`config.mk`:
```
export PLATFORM = sky130hd
export DESIGN_NAME = lane_deskew_align
export DESIGN_NICKNAME = d
export VERILOG_FILES = /design/src/rtl/csi_align_pkg.sv /design/src/rtl/lane_delay_line.sv /design/src/rtl/lane_deskew_align.sv
export SDC_FILE = /design/constraint.sdc
export NUM_CORES = 1
export LEC_CHECK = 0
export BUFFER_PORTS_ARGS = -buffer_cell sky130_fd_sc_hd__buf_2
export CELL_PAD_IN_SITES_DETAIL_PLACEMENT = 1
export CELL_PAD_IN_SITES_GLOBAL_PLACEMENT = 1
export CORE_ASPECT_RATIO = 0.9
export CORE_UTILIZATION = 45
export CTS_CLUSTER_SIZE = 12
export DETAILED_ROUTE_END_ITERATION = 8
export GPL_TIMING_DRIVEN = 0
export PLACE_DENSITY_LB_ADDON = 0.1
export SLEW_MARGIN = 20
export SYNTH_ARGS = -nofsm -noshare
export SYNTH_HDL_FRONTEND = slang
export SYNTH_SLANG_ARGS = --single-unit
```
`constraint.sdc`:
```
create_clock -name sys_clk -period 16.6 [get_ports sys_clk]
set_clock_uncertainty 0.05 [all_clocks]
set_input_delay 2.49 -clock sys_clk [delete_from_list [all_inputs] [get_ports sys_clk]]
set_output_delay 2.49 -clock sys_clk [all_outputs]
set_load 0.01 [all_outputs]
```
`src/rtl/csi_align_pkg.sv`:
```
// Shared types and helpers for the CSI-2 lane deskew aligner.
package csi_align_pkg;

    // Widest lane configuration this aligner supports.
    localparam int MAX_LANES = 4;

    // Aligner control states.
    typedef enum logic [1:0] {
        ST_IDLE   = 2'd0,
        ST_ALIGN  = 2'd1,
        ST_STREAM = 2'd2
    } align_state_e;

    // Runtime lane-count selections; the reserved code behaves as 4 lanes.
    typedef enum logic [1:0] {
        CFG_1LANE = 2'd0,
        CFG_2LANE = 2'd1,
        CFG_4LANE = 2'd2,
        CFG_RSVD  = 2'd3
    } cfg_lanes_e;

    // Active-lane mask for a lane-count selection, clipped to the physical lane count.
    function automatic logic [MAX_LANES-1:0] lane_mask(input logic [1:0] cfg, input int lanes);
        logic [MAX_LANES-1:0] want;
        logic [MAX_LANES-1:0] phys;
        case (cfg_lanes_e'(cfg))
            CFG_1LANE: want = 4'b0001;
            CFG_2LANE: want = 4'b0011;
            default:   want = 4'b1111;
        endcase
        phys = '0;
        for (int i = 0; i < MAX_LANES; i++) begin
            if (i < lanes) phys[i] = 1'b1;
        end
        return want & phys;
    endfunction

endpackage

```
`src/rtl/lane_delay_line.sv`:
```
// Per-lane byte history with a selectable tap: tap 0 is the current input,
// tap k is the byte seen k cycles ago.
module lane_delay_line
    import csi_align_pkg::*;
#(
    parameter int DW    = 8,
    parameter int DEPTH = 3,
    parameter int SW    = $clog2(DEPTH + 1)
) (
    input  logic          sys_clk,
    input  logic          sys_rst,
    input  logic [DW-1:0] din,
    input  logic [SW-1:0] tap,
    output logic [DW-1:0] dout
);

    // hist[k-1] holds the byte received k cycles ago.
    logic [DW-1:0] hist [DEPTH];

    // Shift history by one byte every cycle, independent of lane valid.
    // NOTE: this small history array is reset on purpose so a fresh packet never
    // sees stale bytes through a nonzero tap; large RAM-style storage would not be.
    always_ff @(posedge sys_clk or posedge sys_rst) begin
        if (sys_rst) begin
            for (int k = 0; k < DEPTH; k++) hist[k] <= '0;
        end else begin
            // NOTE: non-blocking assignments make every stage read the pre-edge
            // value of its neighbour, which is what turns this into a shift register.
            hist[0] <= din;
            for (int k = 1; k < DEPTH; k++) hist[k] <= hist[k-1];
        end
    end

    // Tap mux; out-of-range taps fall back to the live input.
    always_comb begin
        dout = din;
        for (int k = 1; k <= DEPTH; k++) begin
            if (tap == SW'(k)) dout = hist[k-1];
        end
    end

endmodule

```
`src/rtl/lane_deskew_align.sv`:
```
// CSI-2 lane deskew aligner: measures each active lane's first-valid offset at
// packet start, delays early lanes to match the latest, then streams whole words.
module lane_deskew_align
    import csi_align_pkg::*;
#(
    parameter int  LANES    = 4,
    parameter int  DW       = 8,
    parameter int  MAX_SKEW = 3,
    localparam int SW       = $clog2(MAX_SKEW + 1)
) (
    input  logic                sys_clk,
    input  logic                sys_rst,
    input  logic [1:0]          cfg_lanes,
    input  logic                packet_done,
    input  logic [LANES*DW-1:0] byte_data,
    input  logic [LANES-1:0]    byte_valid,
    output logic [LANES*DW-1:0] word_data,
    output logic                word_valid,
    output logic                err_skew,
    output logic [LANES*SW-1:0] skew_tap
);

    align_state_e         state_q, state_d;
    logic [MAX_LANES-1:0] cfg_mask_full;
    logic [LANES-1:0]     cfg_mask, mask_q, cur_mask;
    logic                 valid_any, valid_any_q, start;
    logic [LANES-1:0]     arrived_q, arrived_d, new_lanes;
    logic [SW-1:0]        cnt_q, cnt_d, cnt_inc;
    logic [SW-1:0]        off_q   [LANES];
    logic [SW-1:0]        off_d   [LANES];
    logic [SW-1:0]        tap_q   [LANES];
    logic [SW-1:0]        tap_new [LANES];
    logic [SW-1:0]        tap_sel [LANES];
    logic [SW-1:0]        last_off;
    logic [DW-1:0]        lane_out [LANES];
    logic [LANES*DW-1:0]  aligned_word;
    logic                 enter_stream, load_word;

    // The lane count follows cfg_lanes only while idle; a packet keeps its mask.
    assign cfg_mask_full = lane_mask(cfg_lanes, LANES);
    assign cfg_mask      = cfg_mask_full[LANES-1:0];
    assign cur_mask      = (state_q == ST_IDLE) ? cfg_mask : mask_q;

    // Packet start is the rising edge of "any active lane valid".
    assign valid_any = |(byte_valid & cur_mask);
    assign start     = valid_any & ~valid_any_q;
    assign new_lanes = byte_valid & cur_mask & ~arrived_q;
    assign cnt_inc   = cnt_q + SW'(1);

    // Next-state, arrival tracking and the timeout pulse.
    // err_skew is decoded here so the pulse lands in the deadline cycle itself.
    always_comb begin
        // NOTE: every output of this block gets a default first, so no path can
        // leave one unassigned and infer a latch.
        state_d   = state_q;
        arrived_d = arrived_q;
        off_d     = off_q;
        cnt_d     = cnt_q;
        err_skew  = 1'b0;
        unique case (state_q)
            ST_IDLE: begin
                if (start) begin
                    arrived_d = byte_valid & cur_mask;
                    for (int i = 0; i < LANES; i++) off_d[i] = '0;
                    cnt_d   = '0;
                    state_d = (arrived_d == cur_mask) ? ST_STREAM : ST_ALIGN;
                end
            end
            ST_ALIGN: begin
                cnt_d = cnt_inc;
                for (int i = 0; i < LANES; i++) begin
                    if (new_lanes[i]) off_d[i] = cnt_inc;
                end
                arrived_d = arrived_q | new_lanes;
                if (packet_done) begin
                    state_d = ST_IDLE;
                end else if (arrived_d == cur_mask) begin
                    state_d = ST_STREAM;
                end else if (cnt_inc == SW'(MAX_SKEW)) begin
                    err_skew = 1'b1;
                    state_d  = ST_IDLE;
                end
            end
            ST_STREAM: begin
                if (packet_done) state_d = ST_IDLE;
            end
            default: state_d = ST_IDLE;
        endcase
    end

    assign enter_stream = (state_q != ST_STREAM) && (state_d == ST_STREAM);
    assign load_word    = (state_q == ST_STREAM) || enter_stream;

    // Taps from the latest lane's offset; the entry cycle uses them before they are registered.
    always_comb begin
        last_off = '0;
        for (int i = 0; i < LANES; i++) begin
            if (cur_mask[i] && (off_d[i] > last_off)) last_off = off_d[i];
        end
        for (int i = 0; i < LANES; i++) begin
            tap_new[i] = cur_mask[i] ? (last_off - off_d[i]) : '0;
            tap_sel[i] = enter_stream ? tap_new[i] : tap_q[i];
        end
    end

    // Per-lane delay lines, inactive-lane zeroing and tap status.
    for (genvar g = 0; g < LANES; g++) begin : g_lane
        lane_delay_line #(
            .DW    (DW),
            .DEPTH (MAX_SKEW),
            .SW    (SW)
        ) u_dly (
            .sys_clk (sys_clk),
            .sys_rst (sys_rst),
            .din     (byte_data[g*DW +: DW]),
            .tap     (tap_sel[g]),
            .dout    (lane_out[g])
        );
        assign aligned_word[g*DW +: DW] = cur_mask[g] ? lane_out[g] : '0;
        assign skew_tap[g*SW +: SW]     = tap_q[g];
    end

    // Control state: FSM, lane mask, start edge detector, arrival and offset capture.
    always_ff @(posedge sys_clk or posedge sys_rst) begin
        if (sys_rst) begin
            state_q     <= ST_IDLE;
            mask_q      <= '0;
            valid_any_q <= 1'b0;
            arrived_q   <= '0;
            cnt_q       <= '0;
            for (int i = 0; i < LANES; i++) off_q[i] <= '0;
        end else begin
            state_q     <= state_d;
            mask_q      <= cur_mask;
            valid_any_q <= valid_any;
            arrived_q   <= arrived_d;
            cnt_q       <= cnt_d;
            off_q       <= off_d;
        end
    end

    // Output registers: word stream, valid flag and applied taps (held until the next start).
    always_ff @(posedge sys_clk or posedge sys_rst) begin
        if (sys_rst) begin
            word_data  <= '0;
            word_valid <= 1'b0;
            for (int i = 0; i < LANES; i++) tap_q[i] <= '0;
        end else begin
            word_valid <= (state_d == ST_STREAM);
            if (load_word) word_data <= aligned_word;
            if (enter_stream) begin
                tap_q <= tap_new;
            end else if ((state_q == ST_IDLE) && start) begin
                for (int i = 0; i < LANES; i++) tap_q[i] <= '0;
            end
        end
    end

endmodule
```
======== Word-level counts from Yosys, hierarchy flattened ========
Index checks and enable logic that the tools add are counted.
Widths: inputs -> output; s select.
cells by class
  divide/modulo/power cells ............... 0
  $lt $le $gt $ge ......................... 4
  bitwise gates (word level) .............. 6
  reductions and logical operators ........ 13
  eq/ne operators ......................... 21
  shifts and indexed selects .............. 0
  multiplexer cells ....................... 53
  $mul .................................... 0
  add/sub/neg operators ................... 5
operators with widths
  kind                 number
  $mux 8               19
  $mux 2               23
  $eq 2x2->1 const B   11
  $pmux 4 s2           2
  $pmux 8 s2           1
  $eq 2x1->1 const B   6
  $and 4x4->4          2
  $eq 4x4->1           2
  $mux 4               2
  $sub 2x2->2          4
  $gt 2x2->1           3
  $logic_and 1x1->1    6
  $pmux 2 s3           1
  $logic_not 2->1      2
  $mux 1               4
  $ne 2x2->1 const B   2
  $not 4->4            1
  $or 4x4->4           1
  $pmux 2 s2           1
  $reduce_bool 2->1    2
  $reduce_or 4->1      1
  $add 2x1->2 const B  1
  $gt 2x1->1 const B   1
  $reduce_and 2->1     1
  3 further kinds      3
word-level totals
  bits in read-only memories .............. 0
  input port bits ......................... 41
  register bits after elaboration ......... 158
  memories ................................ 0
  bits in latches ......................... 0
  memory bits (writable) .................. 0

======== Depth between registers and ports, before layout ========
Gate-level depths: netlist of the first run.
  depth after elaboration ................. 28
  depth in mapped cells ................... 33

======== Cells and area by module ========
From an unflattened synthesis of the first run, not the netlist that was laid out.
second synthesis, totals
  cell total of the unflattened synthesis .. 537
  area, all modules ....................... 6708.9 µm²
by module, submodules not included
  module             cells an instance  seq. area each (µm²)  instances  area an instance (µm²)
  lane_deskew_align  397                1551.5                1          3505.9
  lane_delay_line    35                 600.6                 4          800.8

======== Worst setup path after synthesis of the first run ========
Ideal clock, no wire load.
  kind .................................... in2reg
  start point ............................. input cfg_lanes[0]
  end point ............................... register word_data[16]
  setup time .............................. 121 ps
  path slack .............................. 7932 ps
  arrival time ............................ 8497 ps
  stages .................................. 30
  cells stage by stage .................... or4_4 -> a32oi_4 -> a211oi_4 -> or2_1 -> clkbuf_1 -> nor2_1 -> ha_1 -> nand2_1 -> o21ai_0 -> nor2_1 -> mux2_2 -> ha_1 -> nor2b_1 -> o221a_2 -> nor3_1 -> a22oi_1 -> o21a_1 -> ha_1 -> nor2b_1 -> o21ai_0 -> nand2b_1 -> clkbuf_1 -> nand2_1 -> o32ai_2 -> a31oi_1 -> o21ai_2 -> buf_6 -> mux2i_1 -> mux2i_1 -> a22o_1
on the way
  longest elaborated chain between the ends .. 28
  elaborated cells between the ends (all ways) .. 46
  classes of those cells .................. 1 x add/sub; 4 x order compare; 7 x eq/ne; 22 x mux; 4 x bitwise; 8 x reduce/logical
ends and longest elaborated chain
  what                                                  line                                                                       text
  from (decl)                                           lane_deskew_align.sv:13                                                    input logic [1:0] cfg_lanes,
  $eq 2x1->1 / $logic_not 2->1 (equally long branches)  csi_align_pkg.sv:26                                                        case (cfg_lanes_e'(cfg))
  $pmux 4 s2 *                                          csi_align_pkg.sv:26
  $mux 4 *                                              lane_deskew_align.sv:42                                                    assign cur_mask = (state_q == ST_IDLE) ? cfg_mask : mask_q;
  $and 4x4->4                                           lane_deskew_align.sv:45, lane_deskew_align.sv:47, lane_deskew_align.sv:63
  $reduce_or 4->1                                       lane_deskew_align.sv:45                                                    assign valid_any = |(byte_valid & cur_mask);
  $and 1x1->1                                           lane_deskew_align.sv:46                                                    assign start = valid_any & ~valid_any_q;
  $mux 8                                                lane_deskew_align.sv:62                                                    if (start) begin
  $pmux 8 s2                                            lane_deskew_align.sv:60                                                    unique case (state_q)
  (+10 left out)                                        --
  $logic_and 1x1->1                                     lane_deskew_align.sv:98                                                    if (cur_mask[i] && (off_d[i] > last_off)) last_off = off_d[i];
  $mux 2                                                lane_deskew_align.sv:98
  $sub 2x2->2                                           lane_deskew_align.sv:101                                                   tap_new[i] = cur_mask[i] ? (last_off - off_d[i]) : '0;
  $mux 2                                                lane_deskew_align.sv:101
  $mux 2                                                lane_deskew_align.sv:102                                                   tap_sel[i] = enter_stream ? tap_new[i] : tap_q[i];
  $eq 2x1->1                                            lane_delay_line.sv:38                                                      if (tap == SW'(k)) dout = hist[k-1];
  $mux 8 (3 in series)                                  lane_delay_line.sv:38
  $mux 8                                                lane_deskew_align.sv:119                                                   assign aligned_word[g*DW +: DW] = cur_mask[g] ? lane_out[g] : '0;
  to (signal assigned)                                  lane_deskew_align.sv:150                                                   if (load_word) word_data <= aligned_word;
  to (decl)                                             lane_deskew_align.sv:17                                                    output logic [LANES*DW-1:0] word_data,
Every way passes the cells marked *; elsewhere a longest branch is shown, timed or not.
A chain may end at the register's enable or synchronous reset.

======== Worst setup path in the final report of the first run ========
  start point ............................. input cfg_lanes[1]
  end point ............................... register word_data[3]
Same word-level chain as after synthesis.

==> results of run 1 <==
==> kinds of logic (layout without fill, tap and decap cells) <==
family                     Yosys count  count (layout)  share of synthesized area (%)
and+or+nand+nor                    172             172                           13.3
buffers and inverters               46             161                           3.07
DFF                                158             158                           55.7
AOI/OAI and AO/OA                  164             164                           18.8
adders and majority gates            7               7                           1.23
xor gates and xnor gates             6               6                          0.741
muxes                               40              40                           7.16
==> critical path: cells and delay by family <==
kind            cells  cell delay (ns)
mux                 2             0.93
compound gates     10             2.97
fa+ha+maj           3             0.88
simple gates       11             1.90
buf+inv             4             0.92
==> layout by cell type (no fill, tap or decap), types with 4 or more instances in the layout <==
cell type / synthesis / routed
dfrtp_1: 158 / 158
buf_2: 9 / 91
nand2_1: 39 / 39
mux2i_1: 28 / 28
nor2_1: 27 / 27
nand4_1: 20 / 20
a22o_1: 19 / 19
nand3_1: 17 / 17
o211ai_1: 17 / 17
clkbuf_16: 0 / 17
inv_1: 16 / 15
nor3_1: 16 / 15
o21ai_0: 15 / 15
a21oi_1: 12 / 12
a22oi_1: 12 / 12
clkbuf_1: 11 / 11
and3_1: 9 / 9
and2_1: 8 / 8
o221ai_1: 8 / 8
o31ai_1: 8 / 8
mux4_2: 8 / 8
nor2b_1: 7 / 7
nor3b_1: 7 / 7
ha_1: 7 / 7
a32o_1: 6 / 6
o21ai_1: 6 / 6
a21boi_1: 6 / 6
a211o_1: 5 / 5
o21a_1: 5 / 5
a21o_1: 5 / 5
a31oi_1: 5 / 5
xnor2_1: 5 / 5
buf_6: 4 / 4
inv_2: 4 / 4
inv_6: 0 / 4
==> layer usage <==
layer / vias up / share of wire (%) / track usage (%)
li1: 2444 / - / -
met1: 2813 / 45 / 34.3
met2: 134 / 49 / 43.1
met3: 31 / 3.7 / 5.26
met4: 0 / 2.0 / 9.34
met5: - / 0 / 0
==> through the flow <==
stage	instance area, µm²	util, %	worst slack (ns)	total power [µW]
floorplan	7100	-	7.93	1130
global placement	7760	50.4	6.75	1360
detailed placement	7810	50.7	6.38	1390
global route	8410	54.7	6.21	1920
CTS	8410	54.7	6.75	1820
finish	8410	54.7	6.72	1810
==> state kept, by name, summed over array words and instances, names as in the netlist <==
register	cells
g_lane.u_dly.hist	96
word_data	32
off_q	8
skew_tap	8
arrived_q	4
mask_q	4
cnt_q	2
state_q	2
valid_any_q	1
word_valid	1
==> worst paths after layout <==
kind	endpoint	slack [ns]
worst max-delay path	word_data[3]	6.72
worst min-delay path	g_lane[0].u_dly.hist[7]	0.32
worst max register to register	word_data[3]	8.37
worst min register to register	g_lane[0].u_dly.hist[7]	0.32
max in group asynchronous	arrived_q[2]	13.63
min in group asynchronous	word_data[28]	2.05
==> layout make-up <==
type / count / area (µm²)
plain buffers: 26 / 143
clock buffers: 17 / 425
clock inverters: 14 / 181
fillers: 1665 / 6970
inverters: 20 / 82.6
multi-input cells: 389 / 2930
flip-flops and latches: 158 / 3950
well taps: 202 / 253
repair buffers: 84 / 445
==> power groups by stage <==
stage / Combinational [µW] / Clock [µW] / Sequential (µW)
after floorplan: 606 / 0 / 525
after global placement: 845 / 0 / 511
after detailed placement: 878 / 0 / 516
after CTS: 891 / 416 / 510
after global routing: 971 / 430 / 519
final: 890 / 409 / 510
==> flow_summary.yaml, run 1 <==
critical_path:
  crit_slowest_cell: "o21ai_1"
  max_stage_delay_ns: 0.68
  ff2ff_path_depth: 30
  worstPathArrival_ns: 10.11
  crit_top_cell: "nor2_1"
  crit_path_end_kind: "flop"
  path_max_fanout: 10
  cp.required_ns: 16.83
  r2r_start: "state_q[0]"
  worstSetupPathType: "input pin to flop"
  start_kind: "input pin"
  timing.critical_path.from: "cfg_lanes[1]"
pwr:
  clockPowerShare_pct: 22.6
  p_sw_share_pct: 43.6
  power_density_nw_per_um2: 215
  power_frac_comb_pct: 49.2
  p_sw_uw: 789
  vdd_ir_drop_max_v: 0.000109
  leakagePower_uw: 0.00381
  internal_power_uw: 1020
  p_seq_share_pct: 28.2
sta:
  max-slew-margin-rel_pct: 45.6
  hold_viol: 0
  fmax_mhz: 101
  setup_viol: 0
  slew_viol_final: 0
  hold_slack_ns: 0.318
  rsz0062_at_grt: "no"
  tightest_slew_ns: 0.811
  final.min_clock_period_ns: 9.88
  setup_tns_ns: 0
  fin_crit_sh_pct: 59.5
routing:
  totalWireLength_um: 19900
  drt_iter0_drc: 224
  firstDrtPassIters: 4
  num_vias: 5422
  drc_errors: 0
  vias_per_cell: 5.96
  drtAntennaViolNets: 0
  wl_per_cell_um: 21.9
clock_tree:
  cts_tree: "yes"
  path_clk_slew_ns: 0.07
  holdBufCountCts: 0
  cts_root_buf: "clkbuf_16"
  cts.path.max_buffers: 2
  post_cts_resized: 0
  cts_made_buffers: 17
  post-cts-setup-buffer-count: 0
  h-tree-depth: 4
  clock_latency_ns: 0.43
  clock_sinks: 158
die:
  start_util_pct: 46.1
  fp.dieH_um: 121
  die_x_um: 134
  ios: 83
  dieArea_um2: 16300
  row_count: 43
  fp.coreArea_um2: 15400
placed_design:
  gp_congestion: 0.856
  hpwl_um: 13400
  dp.cells: 879
  portBuffers: 82
min_path:
  worstHoldPathCells: 0
  hold_path_class: "flop to flop"
  hp-start: "g_lane[0].u_dly.hist[15]"
yosys:
  synth_ff_type: "dfrtp_1"
  yosys-top-cells-count: "dfrtp_1, nand2_1, mux2i_1, nor2_1, nand4_1"
  synth_top_area_share_pct: 55.7
  seq_area_frac_synth_pct: 55.7
  avgSynthCellArea_um2: 12.0
  synth_warnings: 0
  ys_async_sr_fraction_pct: 100
  yosysMostFrequentCell: "dfrtp_1"
  synth_cell_types: 81
  synth_edf_count: 0
  ys_seq_elements: 158
  synth_cells: 593
  synth_fp_nets: 641
  synth_area_um2: 7100
  synth.area.top_cells: "dfrtp_1, mux2i_1, mux4_2, a22o_1, nand2_1"
  yosysTopAreaCell: "dfrtp_1"
global_routing:
  grt_usage_pct: 26.1
  grt_pass1_vias: 5875
  grt_first_pass_wirelength_um: 32100
  grt_overflow_total: 0
  grt_max_degree: 88
  antenna_found_initial: 0
finish:
  nNetsFinal: 744
  synthToLayoutAreaGrowth_pct: 18.6
  n_antenna_cell: 0
  drive_gt1_share_pct: 25.0
  stdcell_count: 910
outcome:
  outcome: "complete, no violations"
job:
  maxCapViolations: 0
Note: power is estimated with default switching activity, not from simulation.
==> run 2, diff against run 1 <==
--- a/config.mk
+++ b/config.mk
@@ -9,7 +9,7 @@
 export CELL_PAD_IN_SITES_DETAIL_PLACEMENT = 1
 export CELL_PAD_IN_SITES_GLOBAL_PLACEMENT = 1
 export CORE_ASPECT_RATIO = 0.9
-export CORE_UTILIZATION = 45
+export CORE_UTILIZATION = 42
 export CTS_CLUSTER_SIZE = 12
 export DETAILED_ROUTE_END_ITERATION = 8
 export GPL_TIMING_DRIVEN = 0
==> constraint.sdc (replaced) <==
create_clock -name sys_clk -period 8.62 [get_ports sys_clk]
set_clock_uncertainty 0.05 [all_clocks]
set_input_delay 1.293 -clock sys_clk [delete_from_list [all_inputs] [get_ports sys_clk]]
set_output_delay 1.293 -clock sys_clk [all_outputs]
set_load 0.01 [all_outputs]
==> flow_summary.yaml, run 2 (synthesis results as in run 1) <==
outcome:
  outcome: "finished with violations"
  failed_checks: "DRC"
finish:
  final_common_cell: "dfrtp_1"
  final_util_pct: 52.0
  nNetsFinal: 750
  synthToLayoutAreaGrowth_pct: 19.9
  n_antenna_cell: 0
  largest-register: "g_lane.u_dly.hist"
  stdcell_count: 922
  drive_gt1_share_pct: 26.0
  layout_common_cells: "dfrtp_1, buf_2, nand2_1"
  largest_reg_flops: 96
  largestRegisters: "g_lane.u_dly.hist (96), word_data (32)"
  fillerInstances: 1744
critical_path:
  cp.required_ns: 8.87
  worstSetupPathType: "input pin to flop"
  path_max_fanout: 10
  start_kind: "input pin"
  crit_path_end_kind: "flop"
  worstPathArrival_ns: 8.31
sta:
  max-slew-margin-rel_pct: 41.7
  fin_crit_sh_pct: 93.6
  hold_slack_ns: 0.319
  setup_viol: 0
  tightest_slew_ns: 0.874
  hold_viol: 0
  fmax_mhz: 124
  timing.final.ws_setup_ns: 0.554
  setup_tns_ns: 0
  slew_viol_final: 0
  rsz0062_at_grt: "no"
  final.min_clock_period_ns: 8.07
routing:
  vias_per_cell: 5.81
  totalWireLength_um: 19400
  firstDrtPassIters: 6
  drc_errors: 3
  num_vias: 5354
  drtAntennaViolNets: 0
  wl_per_cell_um: 21.1
  drt_iter0_drc: 323
clock_tree:
  cts_root_buf: "clkbuf_16"
  cts_made_buffers: 17
  h-tree-depth: 4
  path_clk_slew_ns: 0.06
  cts.path.max_buffers: 2
  clock_latency_ns: 0.42
  cts_tree: "yes"
  clock_sinks: 158
  holdBufCountCts: 0
pwr:
  power_density_nw_per_um2: 415
  vdd_ir_drop_max_v: 0.000185
  leakagePower_uw: 0.00383
placed_design:
  dp.cells: 884
  portBuffers: 82
  hpwl_um: 13300
  place_ws_ns: -0.270
  gp_congestion: 0.804
min_path:
  hold_path_class: "flop to flop"
global_routing:
  grt_first_pass_wirelength_um: 32000
  antenna_found_initial: 0
  grt_overflow_total: 0
  grt_max_degree: 93
  grt_usage_pct: 23.9
  grt_pass1_vias: 5752
die:
  fp.coreArea_um2: 16400
  ios: 83
  row_count: 44
  die_x_um: 139
  dieArea_um2: 17400
  fp.dieH_um: 125
  start_util_pct: 43.4
job:
  maxCapViolations: 0
==> run 2: cell count changes in the layout (fill, tap and decap cells not counted), moves of 2 or more <==
cell | before | now
buf_4 | 2 | 9
clkbuf_1 | 11 | 13
clkbuf_8 | 0 | 2
clkinv_2 | 2 | 0
clkinvlp_4 | 2 | 4
inv_6 | 4 | 2
nor2_1 | 27 | 25
nor2_2 | 0 | 2
==> run 2: routing by layer <==
metal / vias to the layer above / global-route usage (%) / routed length, µm
li1: 2456 / - / -
met1: 2768 / 32.9 / 9130
met2: 108 / 38.3 / 9360
met3: 22 / 4.25 / 655
met4: 0 / 7.78 / 273
met5: - / 0 / 0
==> run 2: stage by stage <==
step	power (µW)	instance area (µm²)
global route	3770	8500
detailed placement	2680	7810
CTS	3460	8400
global placement	2610	7760
floorplan	2180	7100
finish	3530	8500
==> run 2: path summary, 6_finish.rpt <==
path                                            to                startpoint  slack (ns)  cells after the start
min in group asynchronous            word_data[10]                   sys_rst        0.84                      2
hold reg to reg            g_lane[0].u_dly.hist[3]  g_lane[0].u_dly.hist[11]        0.32                      0
setup reg to reg                      word_data[2]                state_q[1]        1.09                     28
max in group asynchronous                 off_q[0]                   sys_rst        6.87                      3
hold / removal             g_lane[0].u_dly.hist[3]  g_lane[0].u_dly.hist[11]        0.32                      0
setup / recovery                      word_data[2]              cfg_lanes[1]        0.55                     28
==> run 2: timing repair <==
item,in CTS,in global routing
endpoints found under the setup margin,0,24
buffers inserted,0,7
gates resized for setup,0,9
==> run 2: critical path, stage by stage <==
cell and delay, ns:
buf_2 0.12, or4_4 0.54, a32oi_4 0.35, a211o_1 0.26, and2_1 0.26, inv_1 0.12
ha_1 0.30, nand2_1 0.08, o21ai_0 0.14, nor2_1 0.21, mux2_2 0.39, ha_1 0.29
nor2b_1 0.16, o221ai_1 0.36, o2111ai_1 0.18, a2bb2oi_1 0.17, o21a_1 0.20, ha_1 0.34
nor2b_1 0.14, o21ai_0 0.14, nor2_2 0.32, a21o_1 0.35, a21oi_4 0.18, o21ai_1 0.46
clkbuf_1 0.44, a21boi_1 0.12, o21ai_0 0.25, o211ai_1 0.13
==> run 2: layout make-up <==
cell class	count	area, µm²	area share [%]
inverter	20	82.6	0.971
tap	207	259	3.05
clock inverter	10	128	1.50
multi-input combinational	389	2980	35.0
sequential	158	3950	46.5
timing repair buffer	91	498	5.86
clock buffer	22	464	5.46
buffer	25	139	1.63
==> run 2: report_power, final <==
part	total [µW]	switching, µW	internal [µW]
clock network	762	316	446
logic	1790	1130	658
registers	980	93.7	887
total	3530	1540	1990
